File: src/rtl/tt_proj_sel_ctrl_pkg.sv
// Shared types and constants for the tile project select controller.
// Bit positions inside the packed tile input word live here.
package tt_ctrl_pkg;

    typedef enum logic [1:0] {
        IDLE    = 2'd0,
        DISABLE = 2'd1,
        RESET   = 2'd2,
        RUN     = 2'd3
    } state_e;

    localparam int IW_CLK_BIT = 0;
    localparam int IW_RST_BIT = 1;
    localparam int IW_W_DEF   = 18;
    localparam int OW_W_DEF   = 24;

    function automatic int max_int(input int a, input int b);
        return (a > b) ? a : b;
    endfunction

endpackage

File: src/rtl/tt_proj_sel_ctrl_if.sv
// Select command channel and controller status bundle.
// The master issues commands; the controller is the slave.
interface tt_proj_sel_ctrl_if #(
    parameter int ADDR_W = 4
) ();

    logic              sel_valid;
    logic              sel_off;
    logic [ADDR_W-1:0] sel_addr;
    logic              sel_ready;
    logic              sel_err;
    logic              busy;
    logic              active_valid;
    logic [ADDR_W-1:0] active_addr;

    modport master (
        output sel_valid, sel_off, sel_addr,
        input  sel_ready, sel_err, busy, active_valid, active_addr
    );

    modport slave (
        input  sel_valid, sel_off, sel_addr,
        output sel_ready, sel_err, busy, active_valid, active_addr
    );

endinterface

File: src/rtl/tt_ow_mux.sv
// N_PROJ:1 tile output word mux; drives zero when no tile is enabled.
module tt_ow_mux
    import tt_ctrl_pkg::*;
#(
    parameter int N_PROJ = 16,
    parameter int ADDR_W = 4,
    parameter int OW_W   = OW_W_DEF
) (
    input  logic [ADDR_W-1:0]      sel_i,
    input  logic                   en_i,
    input  logic [N_PROJ*OW_W-1:0] data_i,
    output logic [OW_W-1:0]        data_o
);

    always_comb begin
        data_o = '0;
        for (int i = 0; i < N_PROJ; i++) begin
            if (en_i && (int'(sel_i) == i)) begin
                data_o = data_i[i*OW_W +: OW_W];
            end
        end
    end

endmodule

File: src/rtl/tt_proj_sel_ctrl.sv
// Shares the user pins between tiles: safe switch sequencing
// (disable, gated clock with forced reset, run) and pin routing.
module tt_proj_sel_ctrl
    import tt_ctrl_pkg::*;
#(
    parameter int N_PROJ     = 16,
    parameter int ADDR_W     = 4,
    parameter int RST_CYCLES = 8,
    parameter int DIS_CYCLES = 2,
    parameter int IW_W       = IW_W_DEF,
    parameter int OW_W       = OW_W_DEF
) (
    input  logic                   clk,
    input  logic                   rst_n,
    tt_proj_sel_ctrl_if.slave      sel_if,
    output logic [N_PROJ-1:0]      proj_ena,
    input  logic [IW_W-1:0]        pad_iw,
    output logic [IW_W-1:0]        proj_iw,
    input  logic [N_PROJ*OW_W-1:0] proj_ow,
    output logic [OW_W-1:0]        pad_ow
);

    localparam int CNT_MAX = max_int(RST_CYCLES, DIS_CYCLES);
    localparam int CNT_W   = $clog2(CNT_MAX + 1);
    localparam logic [CNT_W-1:0]  DIS_LD  = CNT_W'(DIS_CYCLES - 1);
    localparam logic [CNT_W-1:0]  RST_LD  = CNT_W'(RST_CYCLES - 1);
    localparam logic [N_PROJ-1:0] ENA_LSB = N_PROJ'(1);

    state_e            state_q, state_d;
    logic [CNT_W-1:0]  cnt_q, cnt_d;
    logic [ADDR_W-1:0] pend_addr_q, pend_addr_d;
    logic              pend_off_q, pend_off_d;
    logic [N_PROJ-1:0] ena_q, ena_d;
    logic              clk_en_q, clk_en_d;
    logic              rst_force_q, rst_force_d;
    logic              av_q, av_d;
    logic [ADDR_W-1:0] aa_q, aa_d;
    logic              busy_q, busy_d;
    logic              err_q, err_d;
    logic              ready;
    logic              accept;
    logic              bad_addr;

    assign ready    = (state_q == IDLE) || (state_q == RUN);
    assign accept   = sel_if.sel_valid && ready;
    assign bad_addr = !sel_if.sel_off && (int'(sel_if.sel_addr) >= N_PROJ);

    always_comb begin
        state_d     = state_q;
        cnt_d       = cnt_q;
        pend_addr_d = pend_addr_q;
        pend_off_d  = pend_off_q;
        ena_d       = ena_q;
        clk_en_d    = clk_en_q;
        rst_force_d = rst_force_q;
        av_d        = av_q;
        aa_d        = aa_q;
        busy_d      = busy_q;
        err_d       = 1'b0;
        unique case (state_q)
            IDLE, RUN: begin
                if (accept) begin
                    if (bad_addr) begin
                        err_d = 1'b1;
                    end else if (!(sel_if.sel_off && state_q == IDLE)) begin
                        // Any legal command from RUN, even the same tile, re-sequences
                        state_d     = DISABLE;
                        cnt_d       = DIS_LD;
                        pend_addr_d = sel_if.sel_addr;
                        pend_off_d  = sel_if.sel_off;
                        ena_d       = '0;
                        clk_en_d    = 1'b0;
                        rst_force_d = 1'b1;
                        av_d        = 1'b0;
                        busy_d      = 1'b1;
                    end
                end
            end
            DISABLE: begin
                if (cnt_q != '0) begin
                    cnt_d = cnt_q - 1'b1;
                end else if (pend_off_q) begin
                    state_d = IDLE;
                    busy_d  = 1'b0;
                end else begin
                    state_d  = RESET;
                    cnt_d    = RST_LD;
                    ena_d    = ENA_LSB << pend_addr_q;
                    clk_en_d = 1'b1;
                    aa_d     = pend_addr_q;
                end
            end
            RESET: begin
                if (cnt_q != '0) begin
                    cnt_d = cnt_q - 1'b1;
                end else begin
                    state_d     = RUN;
                    rst_force_d = 1'b0;
                    av_d        = 1'b1;
                    busy_d      = 1'b0;
                end
            end
            default: begin
                state_d = IDLE;
            end
        endcase
    end

    always_ff @(posedge clk or negedge rst_n) begin
        if (!rst_n) begin
            state_q     <= IDLE;
            cnt_q       <= '0;
            pend_addr_q <= '0;
            pend_off_q  <= 1'b0;
            ena_q       <= '0;
            clk_en_q    <= 1'b0;
            rst_force_q <= 1'b1;
            av_q        <= 1'b0;
            aa_q        <= '0;
            busy_q      <= 1'b0;
            err_q       <= 1'b0;
        end else begin
            state_q     <= state_d;
            cnt_q       <= cnt_d;
            pend_addr_q <= pend_addr_d;
            pend_off_q  <= pend_off_d;
            ena_q       <= ena_d;
            clk_en_q    <= clk_en_d;
            rst_force_q <= rst_force_d;
            av_q        <= av_d;
            aa_q        <= aa_d;
            busy_q      <= busy_d;
            err_q       <= err_d;
        end
    end

    assign sel_if.sel_ready    = ready;
    assign sel_if.sel_err      = err_q;
    assign sel_if.busy         = busy_q;
    assign sel_if.active_valid = av_q;
    assign sel_if.active_addr  = aa_q;
    assign proj_ena            = ena_q;

    always_comb begin
        proj_iw             = pad_iw;
        proj_iw[IW_CLK_BIT] = pad_iw[IW_CLK_BIT] & clk_en_q;
        proj_iw[IW_RST_BIT] = pad_iw[IW_RST_BIT] & ~rst_force_q;
    end

    tt_ow_mux #(
        .N_PROJ (N_PROJ),
        .ADDR_W (ADDR_W),
        .OW_W   (OW_W)
    ) u_ow_mux (
        .sel_i  (aa_q),
        .en_i   (|ena_q),
        .data_i (proj_ow),
        .data_o (pad_ow)
    );

endmodule

File: src/flat_wrapper.sv
// flat-port wrapper written by rule: the top's interface ports become plain ports
module tt_proj_sel_ctrl_flat import tt_ctrl_pkg::*;
#(
    parameter int N_PROJ     = 16,
    parameter int ADDR_W     = 4,
    parameter int RST_CYCLES = 8,
    parameter int DIS_CYCLES = 2,
    parameter int IW_W       = IW_W_DEF,
    parameter int OW_W       = OW_W_DEF
)
  (clk, rst_n, proj_ena, pad_iw, proj_iw, proj_ow, pad_ow, sel_if_sel_valid, sel_if_sel_off, sel_if_sel_addr, sel_if_sel_ready, sel_if_sel_err, sel_if_busy, sel_if_active_valid, sel_if_active_addr);
  tt_proj_sel_ctrl_if #(.ADDR_W(ADDR_W)) sel_if_i ();
  input  logic clk;
  input  logic rst_n;
  output logic [N_PROJ-1:0] proj_ena;
  input  logic [IW_W-1:0] pad_iw;
  output logic [IW_W-1:0] proj_iw;
  input  logic [N_PROJ*OW_W-1:0] proj_ow;
  output logic [OW_W-1:0] pad_ow;
  input wire logic [$bits(sel_if_i.sel_valid)-1:0] sel_if_sel_valid;
  input wire logic [$bits(sel_if_i.sel_off)-1:0] sel_if_sel_off;
  input wire logic [$bits(sel_if_i.sel_addr)-1:0] sel_if_sel_addr;
  output wire logic [$bits(sel_if_i.sel_ready)-1:0] sel_if_sel_ready;
  output wire logic [$bits(sel_if_i.sel_err)-1:0] sel_if_sel_err;
  output wire logic [$bits(sel_if_i.busy)-1:0] sel_if_busy;
  output wire logic [$bits(sel_if_i.active_valid)-1:0] sel_if_active_valid;
  output wire logic [$bits(sel_if_i.active_addr)-1:0] sel_if_active_addr;
  assign sel_if_i.sel_valid = sel_if_sel_valid;
  assign sel_if_i.sel_off = sel_if_sel_off;
  assign sel_if_i.sel_addr = sel_if_sel_addr;
  assign sel_if_sel_ready = sel_if_i.sel_ready;
  assign sel_if_sel_err = sel_if_i.sel_err;
  assign sel_if_busy = sel_if_i.busy;
  assign sel_if_active_valid = sel_if_i.active_valid;
  assign sel_if_active_addr = sel_if_i.active_addr;
  tt_proj_sel_ctrl #(.N_PROJ(N_PROJ), .ADDR_W(ADDR_W), .RST_CYCLES(RST_CYCLES), .DIS_CYCLES(DIS_CYCLES), .IW_W(IW_W), .OW_W(OW_W)) u_core (.clk(clk), .rst_n(rst_n), .sel_if(sel_if_i), .proj_ena(proj_ena), .pad_iw(pad_iw), .proj_iw(proj_iw), .proj_ow(proj_ow), .pad_ow(pad_ow));
endmodule
File: config.mk
export PLATFORM = sky130hd
export DESIGN_NAME = tt_proj_sel_ctrl_flat
export DESIGN_NICKNAME = d
export VERILOG_FILES = /design/src/rtl/tt_proj_sel_ctrl_pkg.sv /design/src/rtl/tt_proj_sel_ctrl_if.sv /design/src/rtl/tt_ow_mux.sv /design/src/rtl/tt_proj_sel_ctrl.sv /design/src/flat_wrapper.sv
export SDC_FILE = /design/constraint.sdc
export NUM_CORES = 1
export LEC_CHECK = 0
export CORE_AREA = 2 2 183 185
export CTS_BUF_LIST = sky130_fd_sc_hd__clkbuf_8 sky130_fd_sc_hd__clkbuf_16
export DETAILED_ROUTE_END_ITERATION = 12
export DIE_AREA = 0 0 185 187
export GPL_ROUTABILITY_DRIVEN = 0
export PLACE_DENSITY = 0.44
export SETUP_SLACK_MARGIN = 0.05
export SYNTH_ARGS = -nofsm -noshare
export SYNTH_HDL_FRONTEND = slang
export SYNTH_SLANG_ARGS = --single-unit
File: constraint.sdc
create_clock -name clk -period 2.7 [get_ports clk]
set_clock_uncertainty 0.05 [all_clocks]
set_input_delay 0.54 -clock clk [delete_from_list [all_inputs] [get_ports clk]]
set_output_delay 0.54 -clock clk [all_outputs]
set_load 0.01 [all_outputs]
==> results_dict.tcl <==
set metrics [dict create \
    arrival_ps 2550 \
    dp.cells 1580 \
    power_density_nw_per_um2 1050 \
    drive_above_1_share_pct 30.3 \
    yosysWarnings 0 \
    drt_pre_antenna_iters 5 \
    max_clock_freq_mhz 318 \
    synth_edf_count 0 \
    viasPerCell 4.65 \
    worst_hold_path_type "reg2reg" \
    rsz0062_at_grt "true" \
    clk_path_buf_depth 2 \
    rows 67 \
    route.detailed.drc 0 \
    htree_levels 2 \
    drt-total-wl_um 36600 \
    crit_path_end_kind "output port" \
    num_vias 7559 \
    maxCapViolations 0 \
    hpwl_um 30900 \
    fin_total_pwr_mw 12.7 \
    setup_violations 24 \
    cellLeakagePower_nw 4.68 \
    cts.clk_slew.worst_paths_ps 60 \
    synth_cell_type_count 59 \
    hold_violations 0 \
    period_share_pct 116 \
    drt_iter0_drc 358 \
    critPathKind "reg2out" \
    io_buffers 442 \
    fp.dieH_um 187 \
    grt_pass1_vias 7957 \
    relSlewSlack_pct 48.1 \
    grt_max_degree 36 \
    grt_first_pass_wirelength_um 51600 \
    vdd_drop_max_v 0.000480 \
    initial_utilization_pct 15.4 \
    critPathRequiredTime_ps 2110 \
    clock_sinks 35 \
    grt_use_total_pct 20.1 \
    synthesis.nets 1022 \
    cts_tree "built" \
    ys_seq_area_share_pct 17.4 \
    startpoint_type "flip-flop" \
    fin_cells 1626 \
    antenna_left 0 \
    postCtsHoldBufs 0 \
    path_max_fanout 7 \
    avgSynthCellArea_um2 8.33 \
    utilization_pct 36.7 \
    io_pins 476 \
    die_w_um 185 \
    worst_slack_ps -441 \
    async_flop_share_pct 100 \
    synth-seq-cells 35 \
    clk_latency_ps 290 \
    grt-ovfl-total 0 \
    dieArea_um2 34600 \
    violations "setup timing" \
    syn2layout_area_growth_pct 139 \
    tightest_slew_ps 778 \
    clockRootBuffer "clkbuf_16" \
    nNetsFinal 1591 \
    core_um2 32900 \
    ys_dominant_reg_cell "dfrtp_1" \
    cts_made_buffers 5 \
    wire_per_inst_um 22.5 \
    drv_slew 0 \
    status "finished, violations left" \
    syn_inst 607 \
    synth_area_um2 5050 \
    finalCriticalPeriod_ps 3140 \
    antenna_found_initial 3 \
]
-- cell usage after synthesis, types with 11 or more instances --
cell | n | share of area (%)
mux4_2 | 29 | 13
clkbuf_1 | 25 | 1.9
buf_4 | 17 | 2.5
o22ai_1 | 17 | 2.1
a21oi_1 | 27 | 2.7
buf_2 | 22 | 2.2
a32oi_1 | 11 | 1.9
a221oi_1 | 12 | 2.1
a22oi_1 | 14 | 2.1
nor2_1 | 23 | 1.7
dfrtp_1 | 34 | 17
a22o_1 | 15 | 2.6
nor2b_1 | 33 | 4.1
o21ai_0 | 43 | 4.3
a211oi_1 | 20 | 3.0
nand2_1 | 59 | 4.4
mux2i_1 | 20 | 4.0
nand3_1 | 22 | 2.2
-- cell families after synthesis --
group / Yosys count / share of synthesized area, %
other: 1 / 0.0742
adder cells (fa/ha/maj): 5 / 1.24
multiplexers: 59 / 19.1
flip-flops: 35 / 17.4
AO/OA/AOI/OAI: 249 / 35.7
XOR/XNOR: 1 / 0.173
AND/OR/NAND/NOR: 177 / 18.6
buffers and inverters: 80 / 7.75
-- stage by stage --
| stage | hold WS (ps) | setup WS [ps] | area (um^2) | TNS (ps) |
|---|---|---|---|---|
| floorplan | 194 | 64.7 | 5050 | 0 |
| global placement | 439 | -736 | 11000 | -15290 |
| detailed placement | 446 | -754 | 11000 | -16120 |
| CTS | 463 | -435 | 11700 | -7910 |
| global route | 494 | -543 | 12100 | -10530 |
| finish | 460 | -441 | 12100 | -7930 |
-- power by group --
group	leakage (nW)	total [mW]	internal [mW]	switching [mW]
sequential	0.459	0.937	0.708	0.230
combinational	4.13	11.0	5.55	5.42
clock	0.0900	0.768	0.529	0.239
-- layer usage --
metal / routed length, um / vias to the layer above / global-route usage [%]
met3: 2480 / 49 / 3.95
li1: - / 3555 / -
met5: 29 / - / 0
met4: 619 / 4 / 3.79
met2: 17700 / 284 / 34.5
met1: 15700 / 3667 / 26.1
-- final timing paths --
check,endpoint,slack (ps),from,cells past startpoint
worst min register to register,u_core.rst_force_q,460,u_core.rst_force_q,2
max in group asynchronous,u_core.sel_if.active_addr[1],1590,rst_n,2
worst min-delay path,u_core.rst_force_q,460,u_core.rst_force_q,2
min in group asynchronous,u_core.proj_ena[10],630,rst_n,2
worst max-delay path,pad_ow[1],-440,u_core.proj_ena[8],12
worst max register to register,u_core.proj_ena[11],470,u_core.state_q[1],9
-- what timing repair did --
| action | in CTS | in global routing |
|---|---|---|
| pin swaps | 43 | 48 |
| resized for setup | 184 | 57 |
| cloned | 1 | 0 |
| setup endpoints to repair | 24 | 40 |
| buffers inserted | 22 | 19 |
-- cell type report --
class                   count  area, um^2
diodes                      1        2.50
clock buffers               5         125
clock inverters             3        67.6
fillers                  3423       20800
inverters                   9        33.8
multi-input cells         492        4360
flip-flops and latches     35         885
well taps                 448         561
repair buffers            633        6040
-- flip-flops by register name, indices dropped and copies added (netlist names) --
signal / flops
u_core.pend_off_q: 1
u_core.rst_force_q: 1
u_core.pend_addr_q: 4
u_core.sel_if.busy: 1
u_core.proj_ena: 16
u_core.sel_if.active_valid: 1
u_core.clk_en_q: 1
u_core.sel_if.active_addr: 4
u_core.cnt_q: 4
u_core.state_q: 2
-- worst max-delay path, cell delays in order, from the launching register on --
cell and delay, ps:
dfrtp_1 400, nor4_4 270, buf_4 190, buf_6 110
a41oi_4 170, buf_6 180, buf_8 130, buf_4 130
a32oi_2 180, nand3_2 90, o2111ai_2 120, a22oi_1 100
buf_2 170
-- cell usage in the layout, fill, tap and decap left out, drive strengths merged, types with 10 or more instances in the layout --
cell and n:
a22oi 14, o22ai 17, clkdlybuf4s50 418, mux4 29, a32oi 11, buf 214, o2111ai 10, nor2b 33
a211oi 20, a221oi 12, nand2 59, dfrtp 34, a22o 15, mux2i 20, a21oi 27, mux2 10
nor2 23, o21ai 52, nand3 23
(Power assumes the default switching activity.)
==> RTL edit 1: new RTL, same flow settings <==
Re-encode `state_e` (4 states) as one-hot, 4 bits wide.
--- a/src/rtl/tt_proj_sel_ctrl_pkg.sv
+++ b/src/rtl/tt_proj_sel_ctrl_pkg.sv
@@ -3,9 +3,9 @@
 package tt_ctrl_pkg;
 
-    typedef enum logic [1:0] {
-        IDLE    = 2'd0,
-        DISABLE = 2'd1,
-        RESET   = 2'd2,
-        RUN     = 2'd3
+    typedef enum logic [3:0] {
+        IDLE    = 4'b0001,
+        DISABLE = 4'b0010,
+        RESET   = 4'b0100,
+        RUN     = 4'b1000
     } state_e;
 
Function: no difference found for any inputs over 10 cycles, from zero or initial values and one cycle with rst_n low; not proved beyond that.
==> RTL edit 1 against the original RTL <==
The flow still finishes with violations (negative setup slack). Setup slack got worse by 140 ps. Synthesized cell count increased by 14%. Critical path depth decreased by 4. Synthesized area increased by 9.2%. Cell area increased by 5.6%. Power increased by 1.3%. Sequential power increased by 3.8%. Routed wire length increased by 18%. Sequential cell count increased by 2. Via count increased by 9.1%. Count of clock-buffer cells in the layout increased by 1. Largest cell class unchanged.
==> RTL edit 1: results (changes against the original RTL) <==
M1 WL=17600 um (+12%); global-route wire length before repair=59400 um (+15%); syn_nets=1102 (+7.8%); CP max stage cell=or4_4; largest net degree at the start of global routing=39 (+8.3%); Routed WL=43300 um (+18%); R2R Path End=u_core.proj_ena[1]$_DFFE_PN0P_; Detailed Place HPWL=37200 um (+21%); final worst slack=-576 ps (-136 ps); Post-CTS Setup Bufs=39 (+77%); met3 wire len=3390 um (+37%); Peak supply drop=0.593 mV (+23%); Place WS=-860 ps (-107 ps); wire per inst=24.9 um (+11%); post-synthesis sequential area ratio=0.168 (-0.00526); vias in the first global route=8628 (+8.4%); PostCTS Resize Cnt=190 (+3.3%); reg2reg path depth=7 (-2); met2 usage=0.418 (+0.0730); M1 GR Usage=0.287 (+0.0264); Avg Cell Area, Syn=7.99 sq um (-4.1%); clock network power=0.000690 W (-10%); r2r setup slk=380 ps (-90 ps); Placed Instances=1680 (+6.3%); Worst R2R Start=u_core.cnt_q[0]$_DFFE_PN0P_; met3 Use GR=0.0641 (+0.0245); critical path's largest stage delay=600 ps (+200 ps); 1st-iter DRT viols=466 (+30%); hold_ws=413 ps (-46.9 ps); initial antenna violation count=12 (+9); slew margin rel.=0.666 (+0.185); Tot Pwr=0.0128 W (+1.3%); Sw Ratio=0.460 (-0.00459); status=finished, violations left; total track usage=0.237 (+0.0364); synth cell count leaders=nand2_1 (77), a21oi_1 (49), nor2_1 (48), o21ai_0 (44), dfrtp_1 (35); kind of cell adding the most delay to the critical path=compound AO/OA/AOI/OAI gates; Setup Viol. Count Final=24 (unchanged); layout cells sized above 1=0.328 (+0.0246); failing checks=negative setup slack
RTL edit 1: cell types whose count changed after synthesis, sizes merged, moves of 8 or more:
cell and change:
clkbuf +9, nand2 +18, o41ai +9, o31ai +11, nand3 +8, nor2b -25, nor2 +28, a211oi -13
a21oi +22, a22o -10, a32oi -11, o2111ai -10, mux2i +10, mux2 +16
RTL edit 1: kinds of logic after synthesis:
kind of cell               count (synthesis)  share of synthesized area
muxes                                     90                      0.246
AOI/OAI and AO/OA                        247                      0.315
buffers and inverters                     94                     0.0789
DFF                                       37                      0.168
and+or+nand+nor                          218                      0.184
other                                      1                   0.000680
adders and majority gates                  1                    0.00227
xor gates and xnor gates                   3                    0.00476
RTL edit 1: cell type report:
type / instances / area, sq um
multi-input combinational: 560 / 4710
clock buffer: 6 / 139
fill: 3475 / 20100
tap: 448 / 561
clock inverter: 2 / 33.8
antenna: 6 / 15.0
inverter: 14 / 52.6
sequential: 37 / 936
timing repair buffer: 665 / 6300
RTL edit 1: worst max-delay path by stage:
stage | from | end | slack [ps]
global placement | u_core.proj_ena[1]$_DFFE_PN0P_ | pad_ow[19] | -830
detailed placement | u_core.proj_ena[2]$_DFFE_PN0P_ | pad_ow[20] | -860
floorplan | u_core.proj_ena[15]$_DFFE_PN0P_ | pad_ow[2] | -220
global route | u_core.proj_ena[13]$_DFFE_PN0P_ | pad_ow[17] | -690
CTS | u_core.proj_ena[8]$_DFFE_PN0P_ | pad_ow[11] | -680
finish | u_core.proj_ena[1]$_DFFE_PN0P_ | pad_ow[11] | -580
RTL edit 1: worst reg2reg max path, delay by kind of cell, from the launching register on:
| kind | cells | cell delay [ps] |
|---|---|---|
| simple gates | 4 | 1180 |
| compound gates | 1 | 370 |
| buf+inv | 1 | 70 |
| fa+ha+maj | 1 | 150 |
| flops | 1 | 400 |
==> RTL edit 2: new RTL, same settings <==
Made on the original files. Change the package constant `IW_W_DEF` from 18 to 20.
--- a/src/rtl/tt_proj_sel_ctrl_pkg.sv
+++ b/src/rtl/tt_proj_sel_ctrl_pkg.sv
@@ -12,5 +12,5 @@
     localparam int IW_CLK_BIT = 0;
     localparam int IW_RST_BIT = 1;
-    localparam int IW_W_DEF   = 18;
+    localparam int IW_W_DEF   = 20;
     localparam int OW_W_DEF   = 24;
 
Interface: changed (resized pad_iw and proj_iw); port bits go from 476 to 480. No check against the original RTL was run, so the function may have changed too.
==> RTL edit 2 against the original RTL <==
The run still ends with negative setup slack left. Sequential cell count unchanged. Synthesized area increased by 0.30%. Global-route usage grew 0.62 points. Largest cell class unchanged. Routed wire length increased by 1.2%. Hold slack got worse by 3.9 ps. Cell area decreased by 1.1%. Setup slack got worse by 57 ps. Highest routed layer is now met4. Power decreased by 2.7%.
==> RTL edit 2: results (changes against the original RTL) <==
status=finished, violations left; failing checks=negative setup slack; top cells by area in the synthesized netlist=dfrtp_1 (17%), mux4_2 (13%), nand2_1 (4.4%); hold path start=u_core.cnt_q[1]$_DFFE_PN0P_; Setup Viol. Count Final=24 (unchanged); Placed Instances=1561 (-1.2%); DR vias=7442 (-1.5%); r2r setup slk=between 400 and 500 ps; Peak supply drop=0.586 mV (+22%); vias in the first global route=7952 (-0.063%); Routed WL=37000 um (+1.2%); total track usage=0.207 (+0.00619); R2R Path End=u_core.proj_ena[7]$_DFFE_PN0P_; Synth Area in XOR/XNOR=0.00173 (-0.00000513); final worst slack=-498 ps (-57.1 ps); WP data arrival=2610 ps (+60 ps); Setup TNS=-9980 ps (-2050 ps); post-synthesis sequential area ratio=0.173 (-0.000514); Detailed Place HPWL=30800 um (-0.18%); Setup crit start=u_core.proj_ena[15]$_DFFE_PN0P_; 1st-iter DRT viols=424 (+18%); global-route wire length before repair=53100 um (+2.9%); Max Fanout on Critical Path=8 (+1); Tightest Pin Transition=787 ps (+9.59 ps); drt via density=4.63 (-0.45%); mux contribution to synthesized area=0.191 (-0.000566); syn_nets=1026 (+0.39%); synth warn=0 (unchanged); crit path to=pad_ow[23]; worst hold path endpoint=u_core.cnt_q[1]$_DFFE_PN0P_; adder-cell share of the synthesized area=0.0123 (-0.0000367); layout cells sized above 1=0.283 (-0.0198); placed cell area=0.0109 sq mm (-1.3%); fraction of the mapped netlist area in compound gates=0.356 (-0.00106)
RTL edit 2: changes by cell type in the layout (fill, tap and decap cells not counted), moves of 4 or more:
cell,before,now
buf_4,151,126
o21ai_1,16,9
buf_12,14,18
o21ai_0,33,37
RTL edit 2: per-stage QoR:
stage	total power, W	hold slack, ps	worst slack [ps]
global placement	0.0104	447	-881
finish	0.0123	456	-498
CTS	0.0122	460	-572
floorplan	0.00524	194	64.7
detailed placement	0.0104	447	-838
global route	0.0132	485	-649
RTL edit 2: area by class of cell:
class / instances / area (sq um)
Fill cell: 3414 / 20900
Timing Repair Buffer: 613 / 6020
Multi-Input combinational cell: 492 / 4260
Sequential cell: 35 / 885
Tap cell: 448 / 561
Clock buffer: 6 / 139
Clock inverter: 2 / 35.0
Inverter: 9 / 33.8
Antenna cell: 3 / 7.51
RTL edit 2: metal layers:
metal	vias up	GRT usage	part of all wire
met5	-	0	0
met4	0	0.0482	0.023
met3	47	0.0347	0.062
met2	295	0.359	0.49
met1	3579	0.267	0.43
li1	3521	-	-
RTL edit 2: power breakdown:
| part | switching [W] | internal (W) | total (W) |
|---|---|---|---|
| logic | 0.00529 | 0.00540 | 0.0107 |
| clock network | 0.000224 | 0.000459 | 0.000683 |
| registers | 0.000234 | 0.000708 | 0.000942 |
| total | 0.00575 | 0.00657 | 0.0123 |
RTL edit 2: kinds of logic after synthesis:
logic type,after synthesis
xor gates and xnor gates,1
AOI/OAI and AO/OA,249
DFF,35
muxes,59
other,1
and+or+nand+nor,177
adders and majority gates,5
buffers and inverters,82
RTL edit 2: timing repair:
item                                    4_1_cts  5_1_grt
setup buffers                                27        8
pin swaps                                    61       34
gates cloned                                  6        0
gates resized for setup                     195       30
endpoints found under the setup margin       24       40
